### src/rtl/vram_pkg.sv
// vram_pkg: shared screen/VRAM constants and the
// frame-clear sequencer state type.
package vram_pkg;

  localparam int SCREEN_WIDTH  = 800;
  localparam int SCREEN_HEIGHT = 600;
  localparam int VRAM_DEPTH    = SCREEN_WIDTH * SCREEN_HEIGHT;
  localparam int VRAM_A_WIDTH  = 19;
  localparam int VRAM_D_WIDTH  = 4;

  typedef enum logic [1:0] {
    IDLE  = 2'd0,
    CLEAR = 2'd1,
    DONE  = 2'd2
  } clr_state_e;

endpackage

### src/rtl/vram_clear_seq.sv
// vram_clear_seq: frame-clear FSM and address counter.
// Advances one word per granted slot, pulses done once.
module vram_clear_seq
  import vram_pkg::*;
#(
  parameter int ADDR_WIDTH = VRAM_A_WIDTH,
  parameter int DATA_WIDTH = VRAM_D_WIDTH,
  parameter int DEPTH      = VRAM_DEPTH
) (
  input  logic                  clk,
  input  logic                  w_rst_n,
  input  logic                  i_start,
  input  logic [DATA_WIDTH-1:0] i_data,
  input  logic                  i_grant,
  output logic [ADDR_WIDTH-1:0] o_addr,
  output logic [DATA_WIDTH-1:0] o_data,
  output logic                  o_busy,
  output logic                  o_done
);

  localparam logic [ADDR_WIDTH-1:0] LP_LAST =
    ADDR_WIDTH'(DEPTH - 1);

  clr_state_e            r_state;
  clr_state_e            w_state_nx;
  logic [ADDR_WIDTH-1:0] r_cnt;
  logic [ADDR_WIDTH-1:0] w_cnt_nx;
  logic [DATA_WIDTH-1:0] r_data;
  logic [DATA_WIDTH-1:0] w_data_nx;

  // State, counter and latched fill value registers
  always_ff @(posedge clk or negedge w_rst_n) begin
    if (!w_rst_n) begin
      r_state <= IDLE;
      r_cnt   <= '0;
      r_data  <= '0;
    end else begin
      r_state <= w_state_nx;
      r_cnt   <= w_cnt_nx;
      r_data  <= w_data_nx;
    end
  end

  // Next state and status outputs
  always_comb begin
    w_state_nx = r_state;
    w_cnt_nx   = r_cnt;
    w_data_nx  = r_data;
    o_busy     = 1'b0;
    o_done     = 1'b0;
    unique case (r_state)
      IDLE: begin
        if (i_start) begin
          w_state_nx = CLEAR;
          w_cnt_nx   = '0;
          w_data_nx  = i_data;
        end
      end
      CLEAR: begin
        o_busy = 1'b1;
        if (i_grant) begin
          if (r_cnt == LP_LAST) begin
            w_state_nx = DONE;
          end else begin
            w_cnt_nx = r_cnt + ADDR_WIDTH'(1);
          end
        end
      end
      DONE: begin
        o_done     = 1'b1;
        w_state_nx = IDLE;
      end
      default: w_state_nx = IDLE;
    endcase
  end

  assign o_addr = r_cnt;
  assign o_data = r_data;

endmodule

### src/rtl/vram_arbiter.sv
// vram_arbiter: single-port VRAM arbiter, display > draw/clear.
// Frame clear built only with VRAM_ARB_CLEAR_EN defined.
module vram_arbiter
  import vram_pkg::*;
#(
  parameter int ADDR_WIDTH = VRAM_A_WIDTH,
  parameter int DATA_WIDTH = VRAM_D_WIDTH,
  parameter int DEPTH      = VRAM_DEPTH
) (
  input  logic                  clk,
  input  logic                  w_rst_n,
  input  logic                  i_disp_en,
  input  logic [ADDR_WIDTH-1:0] i_disp_addr,
  output logic                  o_disp_valid,
  output logic [DATA_WIDTH-1:0] o_disp_data,
  input  logic                  i_wr_valid,
  output logic                  o_wr_ready,
  input  logic [ADDR_WIDTH-1:0] i_wr_addr,
  input  logic [DATA_WIDTH-1:0] i_wr_data,
  output logic                  o_wr_drop,
  input  logic                  i_clr_start,
  input  logic [DATA_WIDTH-1:0] i_clr_data,
  output logic                  o_clr_busy,
  output logic                  o_clr_done,
  output logic [ADDR_WIDTH-1:0] o_mem_addr,
  output logic                  o_mem_write,
  output logic [DATA_WIDTH-1:0] o_mem_data,
  input  logic [DATA_WIDTH-1:0] i_mem_data
);

  localparam logic [ADDR_WIDTH:0] LP_DEPTH =
    (ADDR_WIDTH + 1)'(DEPTH);

  logic                  r_rst_meta;
  logic                  r_run;
  logic                  r_rd_p1;
  logic                  r_rd_p2;
  logic [ADDR_WIDTH-1:0] r_mem_addr;
  logic                  r_mem_write;
  logic [DATA_WIDTH-1:0] r_mem_data;
  logic                  r_wr_drop;

  logic                  w_disp_gnt;
  logic                  w_wr_fire;
  logic                  w_wr_oob;
  logic                  w_clr_gnt;
  logic [ADDR_WIDTH-1:0] w_clr_addr;
  logic [DATA_WIDTH-1:0] w_clr_data;

  // Release reset two edges late so no grant races deassertion
  always_ff @(posedge clk or negedge w_rst_n) begin
    if (!w_rst_n) begin
      r_rst_meta <= 1'b0;
      r_run      <= 1'b0;
    end else begin
      r_rst_meta <= 1'b1;
      r_run      <= r_rst_meta;
    end
  end

  assign w_disp_gnt = r_run & i_disp_en;
  assign w_wr_fire  = i_wr_valid & o_wr_ready;
  assign w_wr_oob   = {1'b0, i_wr_addr} >= LP_DEPTH;

`ifdef VRAM_ARB_CLEAR_EN
  logic r_last_clr;
  logic w_clr_busy;

  vram_clear_seq #(
    .ADDR_WIDTH (ADDR_WIDTH),
    .DATA_WIDTH (DATA_WIDTH),
    .DEPTH      (DEPTH)
  ) u_clr (
    .clk     (clk),
    .w_rst_n (w_rst_n),
    .i_start (i_clr_start & r_run),
    .i_data  (i_clr_data),
    .i_grant (w_clr_gnt),
    .o_addr  (w_clr_addr),
    .o_data  (w_clr_data),
    .o_busy  (w_clr_busy),
    .o_done  (o_clr_done)
  );

  assign o_clr_busy = w_clr_busy;
  assign o_wr_ready = r_run & ~i_disp_en
                    & (~w_clr_busy | r_last_clr);
  assign w_clr_gnt  = r_run & w_clr_busy
                    & ~i_disp_en & ~w_wr_fire;

  // Round-robin memory: which writer got the last slot
  always_ff @(posedge clk or negedge w_rst_n) begin
    if (!w_rst_n) begin
      r_last_clr <= 1'b1;
    end else if (w_wr_fire) begin
      r_last_clr <= 1'b0;
    end else if (w_clr_gnt) begin
      r_last_clr <= 1'b1;
    end
  end
`else
  logic w_unused_clr;

  assign w_unused_clr = ^{i_clr_start, i_clr_data};
  assign o_clr_busy   = 1'b0;
  assign o_clr_done   = 1'b0;
  assign o_wr_ready   = r_run & ~i_disp_en;
  assign w_clr_gnt    = 1'b0;
  assign w_clr_addr   = '0;
  assign w_clr_data   = '0;
`endif

  // Register the granted access onto the SRAM port
  always_ff @(posedge clk or negedge w_rst_n) begin
    if (!w_rst_n) begin
      r_mem_addr  <= '0;
      r_mem_write <= 1'b0;
      r_mem_data  <= '0;
      r_wr_drop   <= 1'b0;
    end else begin
      r_mem_write <= 1'b0;
      r_wr_drop   <= 1'b0;
      unique case (1'b1)
        w_disp_gnt: begin
          r_mem_addr <= i_disp_addr;
        end
        w_wr_fire: begin
          if (w_wr_oob) begin
            r_wr_drop <= 1'b1;
          end else begin
            r_mem_addr  <= i_wr_addr;
            r_mem_write <= 1'b1;
            r_mem_data  <= i_wr_data;
          end
        end
        w_clr_gnt: begin
          r_mem_addr  <= w_clr_addr;
          r_mem_write <= 1'b1;
          r_mem_data  <= w_clr_data;
        end
        default: ;
      endcase
    end
  end

  // Track read slots through address and SRAM latency
  always_ff @(posedge clk or negedge w_rst_n) begin
    if (!w_rst_n) begin
      r_rd_p1 <= 1'b0;
      r_rd_p2 <= 1'b0;
    end else begin
      r_rd_p1 <= w_disp_gnt;
      r_rd_p2 <= r_rd_p1;
    end
  end

  assign o_disp_valid = r_rd_p2;
  assign o_disp_data  = r_rd_p2 ? i_mem_data : '0;
  assign o_mem_addr   = r_mem_addr;
  assign o_mem_write  = r_mem_write;
  assign o_mem_data   = r_mem_data;
  assign o_wr_drop    = r_wr_drop;

endmodule

### config.mk
export PLATFORM = sky130hd
export DESIGN_NAME = vram_arbiter
export DESIGN_NICKNAME = d
export VERILOG_FILES = /design/src/rtl/vram_pkg.sv /design/src/rtl/vram_clear_seq.sv /design/src/rtl/vram_arbiter.sv
export SDC_FILE = /design/constraint.sdc
export NUM_CORES = 1
export LEC_CHECK = 0
export CAP_MARGIN = 30
export CELL_PAD_IN_SITES_DETAIL_PLACEMENT = 1
export CELL_PAD_IN_SITES_GLOBAL_PLACEMENT = 2
export CORE_ASPECT_RATIO = 1.2
export CORE_UTILIZATION = 21
export DETAILED_ROUTE_END_ITERATION = 10
export PLACE_DENSITY_LB_ADDON = 0.1
export SLEW_MARGIN = 20
export SYNTH_ARGS = -nofsm -noshare
export SYNTH_HDL_FRONTEND = slang
export SYNTH_SLANG_ARGS = --single-unit
### constraint.sdc
create_clock -name clk -period 1.5 [get_ports clk]
set_input_delay 0.3 -clock clk [delete_from_list [all_inputs] [get_ports clk]]
set_output_delay 0.3 -clock clk [all_outputs]
set_load 0.02 [all_outputs]
==> run_summary.xml, run 1 <==
<?xml version="1.0" encoding="UTF-8"?>
<metrics>
  <group name="synthesis">
    <metric name="async_flop_share" unit="%">100</metric>
    <metric name="ys.warnings.count" unit="">0</metric>
    <metric name="post_synth_xor_area_fraction" unit="%">0</metric>
    <metric name="largest_family_of_logic_cells_by_synthesized_area" unit="">compound AO/OA/AOI/OAI gates</metric>
    <metric name="synth-edff-count" unit="">0</metric>
    <metric name="synthesized_instance_count" unit="">116</metric>
    <metric name="postSynth.topFlopCell" unit="">sky130_fd_sc_hd__dfrtp_1</metric>
    <metric name="post_synth.cell_area_avg" unit="sq um">11.9</metric>
    <metric name="post_synth_mux_area_share" unit="%">4.34</metric>
    <metric name="synth_area" unit="sq um">1390</metric>
    <metric name="sequential_area_share_after_synthesis" unit="%">52.4</metric>
    <metric name="post_synth_fa_ha_maj_area_fraction" unit="%">0</metric>
    <metric name="synth-compound-area-share" unit="%">22.6</metric>
    <metric name="netlist-cell-type-count" unit="">30</metric>
    <metric name="synth.ff_latch_count" unit="">29</metric>
    <metric name="post_synth_and_or_nand_nor_area_fraction" unit="%">12.6</metric>
  </group>
  <group name="worst_setup_path">
    <metric name="critical_path.startpoint_type" unit="">flop</metric>
    <metric name="worstPathArrival" unit="ps">1720</metric>
    <metric name="max_stage_delay" unit="ps">400</metric>
    <metric name="cp_num_buf_inv" unit="">0</metric>
    <metric name="path_cells" unit="">and3b_2, a22oi_2, nand3_4, o221a_1</metric>
    <metric name="worst_ep_required_time" unit="ps">1660</metric>
    <metric name="ff2ff_path_depth" unit="">4</metric>
    <metric name="cpLargestDelayFamily" unit="">compound AO/OA/AOI/OAI gates</metric>
    <metric name="slowest_stage" unit="">sky130_fd_sc_hd__dfrtp_1</metric>
    <metric name="regToRegStartpoint" unit="">r_run</metric>
    <metric name="crit_type" unit="">reg -&gt; reg</metric>
    <metric name="path_depth" unit="">4</metric>
    <metric name="setup.worst_path.end_class" unit="">flop</metric>
    <metric name="worst_setup_path_startpoint" unit="">r_run</metric>
    <metric name="worstPathMaxFanout" unit="">8</metric>
  </group>
  <group name="sta">
    <metric name="timing.final.crit_share" unit="%">103</metric>
    <metric name="max_clock_freq" unit="MHz">645</metric>
    <metric name="unrepaired_setup_endpoints_after_global_routing" unit="">yes</metric>
    <metric name="period_needed" unit="ps">1550</metric>
    <metric name="setup_ws" unit="ps">-50.5</metric>
    <metric name="worst_setup_skew_after_layout" unit="ps">4.00</metric>
    <metric name="setup-tns-final" unit="ps">-360</metric>
    <metric name="timing.final.hold_violations" unit="">0</metric>
    <metric name="timing.final.max_slew_violations" unit="">0</metric>
    <metric name="worst_hold_slack" unit="ps">353</metric>
    <metric name="timing.final.setup_violations" unit="">8</metric>
  </group>
  <group name="pwr">
    <metric name="max-vdd-ir-drop" unit="mV">0.420</metric>
    <metric name="total_switching_power" unit="uW">695</metric>
    <metric name="power.switching_fraction" unit="%">29.9</metric>
    <metric name="share_seq_of_total_power" unit="%">41.0</metric>
    <metric name="power.density_cell_area" unit="nW/um^2">928</metric>
    <metric name="internal-power" unit="uW">1630</metric>
    <metric name="clkPwrFrac" unit="%">28.4</metric>
    <metric name="p_leak" unit="uW">0.00109</metric>
    <metric name="power.combinational.fraction" unit="%">30.7</metric>
  </group>
  <group name="finish">
    <metric name="multi_input_area" unit="sq um">659</metric>
    <metric name="nFillCells" unit="">719</metric>
    <metric name="design_area" unit="sq um">2500</metric>
    <metric name="ant_diodes" unit="">0</metric>
    <metric name="regArea" unit="sq um">726</metric>
    <metric name="post-route-util" unit="%">39.1</metric>
    <metric name="drive_above_1_share" unit="%">22.6</metric>
    <metric name="fin_nets" unit="">267</metric>
    <metric name="layout.cells.most_common" unit="">sky130_fd_sc_hd__clkdlybuf4s50_1</metric>
    <metric name="layout.cells.most_common_list" unit="">sky130_fd_sc_hd__clkdlybuf4s50_1, sky130_fd_sc_hd__dlygate4sd2_1, sky130_fd_sc_hd__dfrtp_1, sky130_fd_sc_hd__buf_4, sky130_fd_sc_hd__inv_1</metric>
    <metric name="syn_to_final_growth" unit="%">80.8</metric>
  </group>
  <group name="placement">
    <metric name="gp_congestion" unit="">0.748</metric>
    <metric name="io_buffer_count" unit="">80</metric>
    <metric name="hpwl" unit="um">3430</metric>
    <metric name="placement.cell_area" unit="sq um">2370</metric>
  </group>
  <group name="global_route">
    <metric name="grt.total_usage" unit="%">14.8</metric>
    <metric name="grt_max_degree" unit="">30</metric>
    <metric name="via_count_of_the_first_global_routing_pass" unit="">1480</metric>
    <metric name="grt_remaining_overflow" unit="">0</metric>
    <metric name="antenna_violations_before_repair" unit="">0</metric>
    <metric name="grt_first_pass_wirelength" unit="um">7850</metric>
  </group>
  <group name="hold_path">
    <metric name="timing.hold.worst_path_depth" unit="">0</metric>
    <metric name="worst_hold_path_type" unit="">reg -&gt; reg</metric>
    <metric name="holdCritStartpoint" unit="">r_rd_p1</metric>
  </group>
  <group name="route">
    <metric name="drc_errors" unit="">0</metric>
    <metric name="wire_per_inst" unit="um">15.9</metric>
    <metric name="detail_route.iter0.violations" unit="">42</metric>
    <metric name="viasPerCell" unit="">4.35</metric>
    <metric name="vias" unit="">1293</metric>
    <metric name="final_antenna_net_count" unit="">0</metric>
    <metric name="firstDrtPassIters" unit="">4</metric>
    <metric name="drt-total-wl" unit="um">4710</metric>
  </group>
  <group name="clock_network">
    <metric name="htree_num_levels" unit="">2</metric>
    <metric name="cts-root-to-sink-buffers" unit="">2</metric>
    <metric name="hold_fix_buffers_at_cts" unit="">0</metric>
    <metric name="cts.clk_slew.worst_paths" unit="ps">60</metric>
    <metric name="cts_root_buffer" unit="">sky130_fd_sc_hd__clkbuf_8</metric>
    <metric name="cts-buffers-inserted" unit="">5</metric>
    <metric name="clkLatencyLatePin" unit="ps">280</metric>
    <metric name="tritoncts_clock_tree" unit="">built</metric>
    <metric name="post-cts-setup-buffers" unit="">0</metric>
    <metric name="clkSinkCount" unit="">29</metric>
  </group>
  <group name="floorplan">
    <metric name="fp.coreArea" unit="sq um">6410</metric>
    <metric name="floorplan.initialDensity" unit="%">21.6</metric>
    <metric name="fp.dieH" unit="um">91.0</metric>
    <metric name="io_pins" unit="">88</metric>
    <metric name="die_x" unit="um">76.1</metric>
    <metric name="die_area" unit="sq um">6930</metric>
    <metric name="placement_rows" unit="">32</metric>
  </group>
  <group name="run">
    <metric name="reported_max_cap_violation_count" unit="">0</metric>
  </group>
  <group name="outcome">
    <metric name="outcome" unit="">finished with violations</metric>
    <metric name="violations_in_the_final_reports" unit="">setup timing</metric>
  </group>
</metrics>
-- state kept, by name, summed over array words and instances, names as in the netlist --
signal	count
o_disp_valid	1
r_rd_p1	1
r_rst_meta	1
r_run	1
o_mem_write	1
o_wr_drop	1
o_mem_addr	19
o_mem_data	4
-- final timing paths --
path | to | slack (ps)
worst max-delay path | o_mem_addr[8] | -50
worst max register to register | o_mem_addr[8] | -50
min in group asynchronous | o_mem_addr[8] | 380
worst min register to register | o_disp_valid | 350
worst min-delay path | o_disp_valid | 350
max in group asynchronous | o_mem_addr[5] | 950
-- metrics by stage --
stage                     worst slack (ps)  cells  total power [uW]
after detailed placement              -556    289              1720
final                                -50.5    297              2320
after global routing                  -126    297              2450
after global placement                -486    289              1710
after CTS                            -49.8    297              2360
after floorplan                       99.4    117              1280
-- repair_timing --
action / CTS / global route
pin swaps: 25 / 0
cloned: 1 / 0
resized for setup: 61 / 4
hold endpoints to repair: 0 / 0
endpoints found under the setup margin: 54 / 20
-- worst register-to-register path: cells and delay by family, from the launching register on --
kind             cells  cell delay (ps)
AND/OR/NAND/NOR      2              460
flip-flops           1              400
AO/OA/AOI/OAI        2              580
-- cells by family after synthesis --
family	count (synthesis)
other	2
AO/OA/AOI/OAI	35
flip-flops	29
AND/OR/NAND/NOR	26
multiplexers	4
buffers and inverters	20
-- area by class of cell --
class / count / area share (%)
Tap cell: 85 / 4.25
Sequential cell: 29 / 29.0
Timing Repair Buffer: 96 / 35.3
Inverter: 11 / 1.65
Clock buffer: 7 / 3.45
Multi-Input combinational cell: 69 / 26.3
-- synth_stat cells (3+ instances only) --
master	count	area, sq um
sky130_fd_sc_hd__nor2_1	3	11.3
sky130_fd_sc_hd__nand2_1	3	11.3
sky130_fd_sc_hd__o221a_1	8	90.1
sky130_fd_sc_hd__buf_4	3	22.5
sky130_fd_sc_hd__o211ai_1	8	60.1
sky130_fd_sc_hd__o221a_2	8	90.1
sky130_fd_sc_hd__a21oi_1	3	15.0
sky130_fd_sc_hd__and2_1	5	31.3
sky130_fd_sc_hd__o22ai_1	3	18.8
sky130_fd_sc_hd__nand2b_1	7	43.8
sky130_fd_sc_hd__inv_1	10	37.5
sky130_fd_sc_hd__mux2_4	4	60.1
sky130_fd_sc_hd__dfrtp_1	29	726
-- power groups by stage --
stage          Sequential, uW  Combinational (uW)  Clock, uW
3_3_place_gp              961                 746          0
6_report                  951                 712        659
5_1_grt                   965                 763        718
2_1_floorplan            1090                 196          0
3_5_place_dp              963                 761          0
4_1_cts                   953                 724        684
-- per-layer routing --
metal	part of all wire (%)	track usage (%)
met5	0	0
met4	0.93	4.33
met3	4.5	4.02
met2	53	26.4
met1	42	17.3
(Power assumes the default switching activity.)
==> inputs of run 2 (changes only) <==
- clock period: 1.5 -> 1.6 ns (I/O delays scaled with it)
==> run_summary.xml, run 2 (synthesized netlist as in run 1, its figures left out) <==
<?xml version="1.0" encoding="UTF-8"?>
<metrics>
  <group name="floorplan">
    <metric name="fp.dieH" unit="um">91.0</metric>
    <metric name="fp.coreArea" unit="sq um">6410</metric>
    <metric name="die_x" unit="um">76.1</metric>
    <metric name="io_pins" unit="">88</metric>
    <metric name="placement_rows" unit="">32</metric>
    <metric name="floorplan.initialDensity" unit="%">21.6</metric>
    <metric name="die_area" unit="sq um">6930</metric>
  </group>
  <group name="pwr">
    <metric name="p_leak" unit="uW">0.00113</metric>
    <metric name="max-vdd-ir-drop" unit="mV">0.309</metric>
    <metric name="power.density_cell_area" unit="nW/um^2">895</metric>
  </group>
  <group name="global_route">
    <metric name="groute.layer.met1.usage" unit="%">16.5</metric>
    <metric name="grt.total_usage" unit="%">14.7</metric>
    <metric name="global_route.usage.met2" unit="%">26.2</metric>
    <metric name="layer_with_the_highest_usage" unit="">met2</metric>
    <metric name="antenna_violations_before_repair" unit="">0</metric>
    <metric name="grt_remaining_overflow" unit="">0</metric>
    <metric name="grt_first_pass_wirelength" unit="um">7890</metric>
    <metric name="via_count_of_the_first_global_routing_pass" unit="">1512</metric>
    <metric name="grt_max_degree" unit="">30</metric>
    <metric name="grt_use_met3" unit="%">3.62</metric>
  </group>
  <group name="placement">
    <metric name="io_buffer_count" unit="">80</metric>
    <metric name="hpwl" unit="um">3460</metric>
    <metric name="dp_worst_setup_slack" unit="ps">-504</metric>
    <metric name="placement.cell_area" unit="sq um">2350</metric>
    <metric name="gp_congestion" unit="">0.744</metric>
    <metric name="placed_cells_incl_taps" unit="">289</metric>
  </group>
  <group name="route">
    <metric name="viasPerCell" unit="">4.34</metric>
    <metric name="vias" unit="">1298</metric>
    <metric name="detail_route.iter0.violations" unit="">20</metric>
    <metric name="final_antenna_net_count" unit="">0</metric>
    <metric name="drc_errors" unit="">0</metric>
    <metric name="firstDrtPassIters" unit="">3</metric>
    <metric name="drt-total-wl" unit="um">4700</metric>
    <metric name="wire_per_inst" unit="um">15.7</metric>
  </group>
  <group name="worst_setup_path">
    <metric name="worst_ep_required_time" unit="ps">1280</metric>
    <metric name="max_stage_delay" unit="ps">610</metric>
    <metric name="cpLargestDelayFamily" unit="">buffers and inverters</metric>
    <metric name="cp_num_buf_inv" unit="">1</metric>
    <metric name="slowest_stage" unit="">sky130_fd_sc_hd__clkdlybuf4s50_1</metric>
    <metric name="path_cells" unit="">clkdlybuf4s50_1</metric>
    <metric name="critical_path.startpoint_type" unit="">flop</metric>
    <metric name="worstPathMaxFanout" unit="">2</metric>
    <metric name="worstPathArrival" unit="ps">1250</metric>
    <metric name="crit_type" unit="">reg -&gt; out</metric>
    <metric name="setup.worst_path.end_class" unit="">output pin</metric>
  </group>
  <group name="clock_network">
    <metric name="htree_num_levels" unit="">2</metric>
    <metric name="clkLatencyLatePin" unit="ps">280</metric>
    <metric name="tritoncts_clock_tree" unit="">built</metric>
    <metric name="cts_root_buffer" unit="">sky130_fd_sc_hd__clkbuf_8</metric>
    <metric name="cts.clk_slew.worst_paths" unit="ps">60</metric>
    <metric name="clkSinkCount" unit="">29</metric>
    <metric name="cts-buffers-inserted" unit="">5</metric>
    <metric name="cts-root-to-sink-buffers" unit="">2</metric>
  </group>
  <group name="finish">
    <metric name="syn_to_final_growth" unit="%">83.7</metric>
    <metric name="largest_register_ffs" unit="">19</metric>
    <metric name="ant_diodes" unit="">0</metric>
    <metric name="layout.cells.most_common_list" unit="">sky130_fd_sc_hd__clkdlybuf4s50_1, sky130_fd_sc_hd__dfrtp_1, sky130_fd_sc_hd__dlygate4sd2_1, sky130_fd_sc_hd__buf_4, sky130_fd_sc_hd__inv_1</metric>
    <metric name="fin_cells" unit="">299</metric>
    <metric name="design_area" unit="sq um">2540</metric>
    <metric name="layout.cells.most_common" unit="">sky130_fd_sc_hd__clkdlybuf4s50_1</metric>
    <metric name="drive_above_1_share" unit="%">22.9</metric>
    <metric name="fin_nets" unit="">268</metric>
  </group>
  <group name="sta">
    <metric name="setup-tns-final" unit="ps">0</metric>
    <metric name="max_clock_freq" unit="MHz">636</metric>
    <metric name="unrepaired_setup_endpoints_after_global_routing" unit="">yes</metric>
    <metric name="setup_ws" unit="ps">27.5</metric>
    <metric name="timing.final.crit_share" unit="%">98.3</metric>
    <metric name="timing.final.setup_violations" unit="">0</metric>
    <metric name="timing.final.max_slew_violations" unit="">0</metric>
    <metric name="period_needed" unit="ps">1570</metric>
    <metric name="worst_hold_slack" unit="ps">351</metric>
    <metric name="timing.final.hold_violations" unit="">0</metric>
    <metric name="worst_setup_skew_after_layout" unit="ps">2.49</metric>
  </group>
  <group name="run">
    <metric name="reported_max_cap_violation_count" unit="">0</metric>
  </group>
  <group name="hold_path">
    <metric name="worst_hold_path_type" unit="">reg -&gt; reg</metric>
  </group>
  <group name="outcome">
    <metric name="outcome" unit="">finished, final reports clean</metric>
  </group>
</metrics>
## run 2: cell type report
type                            count  area (sq um)
Clock buffer                        7          96.3
Clock inverter                      1          5.00
Fill cell                         714          3860
Inverter                           11          41.3
Multi-Input combinational cell     69           648
Sequential cell                    29           726
Tap cell                           85           106
Timing Repair Buffer               97           922
## run 2: through the flow
stage / total power (uW) / utilization [%]
floorplan: 1200 / -
global placement: 1600 / 36.7
detailed placement: 1610 / 36.7
CTS: 2320 / 39.3
global route: 2390 / 39.7
finish: 2280 / 39.7
## run 2: worst paths after layout
kind                           startpoint             end  slack [ps]  cells past startpoint
setup / recovery           o_mem_addr[13]  o_mem_addr[13]          30                      1
hold / removal                    r_rd_p1    o_disp_valid         350                      0
setup reg to reg                    r_run  o_mem_addr[15]          40                      5
hold reg to reg                   r_rd_p1    o_disp_valid         350                      0
max in group asynchronous         w_rst_n   o_mem_addr[7]         880                      2
min in group asynchronous         w_rst_n  o_mem_addr[10]         430                      2
## run 2: timing repair
item,CTS,global route
resized for setup,30,12
endpoints found under the hold margin,0,0
gates cloned,1,0
hold buffers,0,0
endpoints found under the setup margin,30,26
pin swaps,13,7
setup buffers,0,1
## run 2: worst register-to-register path, cell delays in order (launching register included)
cell and delay (ps):
sky130_fd_sc_hd__dfrtp_1 410, sky130_fd_sc_hd__and3b_2 240, sky130_fd_sc_hd__a22oi_2 230, sky130_fd_sc_hd__buf_4 170
sky130_fd_sc_hd__nand3_4 130, sky130_fd_sc_hd__o221a_2 280
## run 2: power breakdown
part	switching, uW	leakage, uW	total, uW	internal [uW]
combinational	315	0.000747	714	399
clock	281	0.0000542	669	388
sequential	62.0	0.000333	896	834
total	657	0.00113	2280	1620
## run 2: routing by layer
| layer | part of all wire, % | routed length (um) | up-vias |
|---|---|---|---|
| li1 | - | - | 614 |
| met5 | 0 | 0 | - |
| met1 | 41 | 1910 | 629 |
| met3 | 6.3 | 294 | 8 |
| met4 | 1.4 | 65 | 0 |
| met2 | 52 | 2430 | 47 |
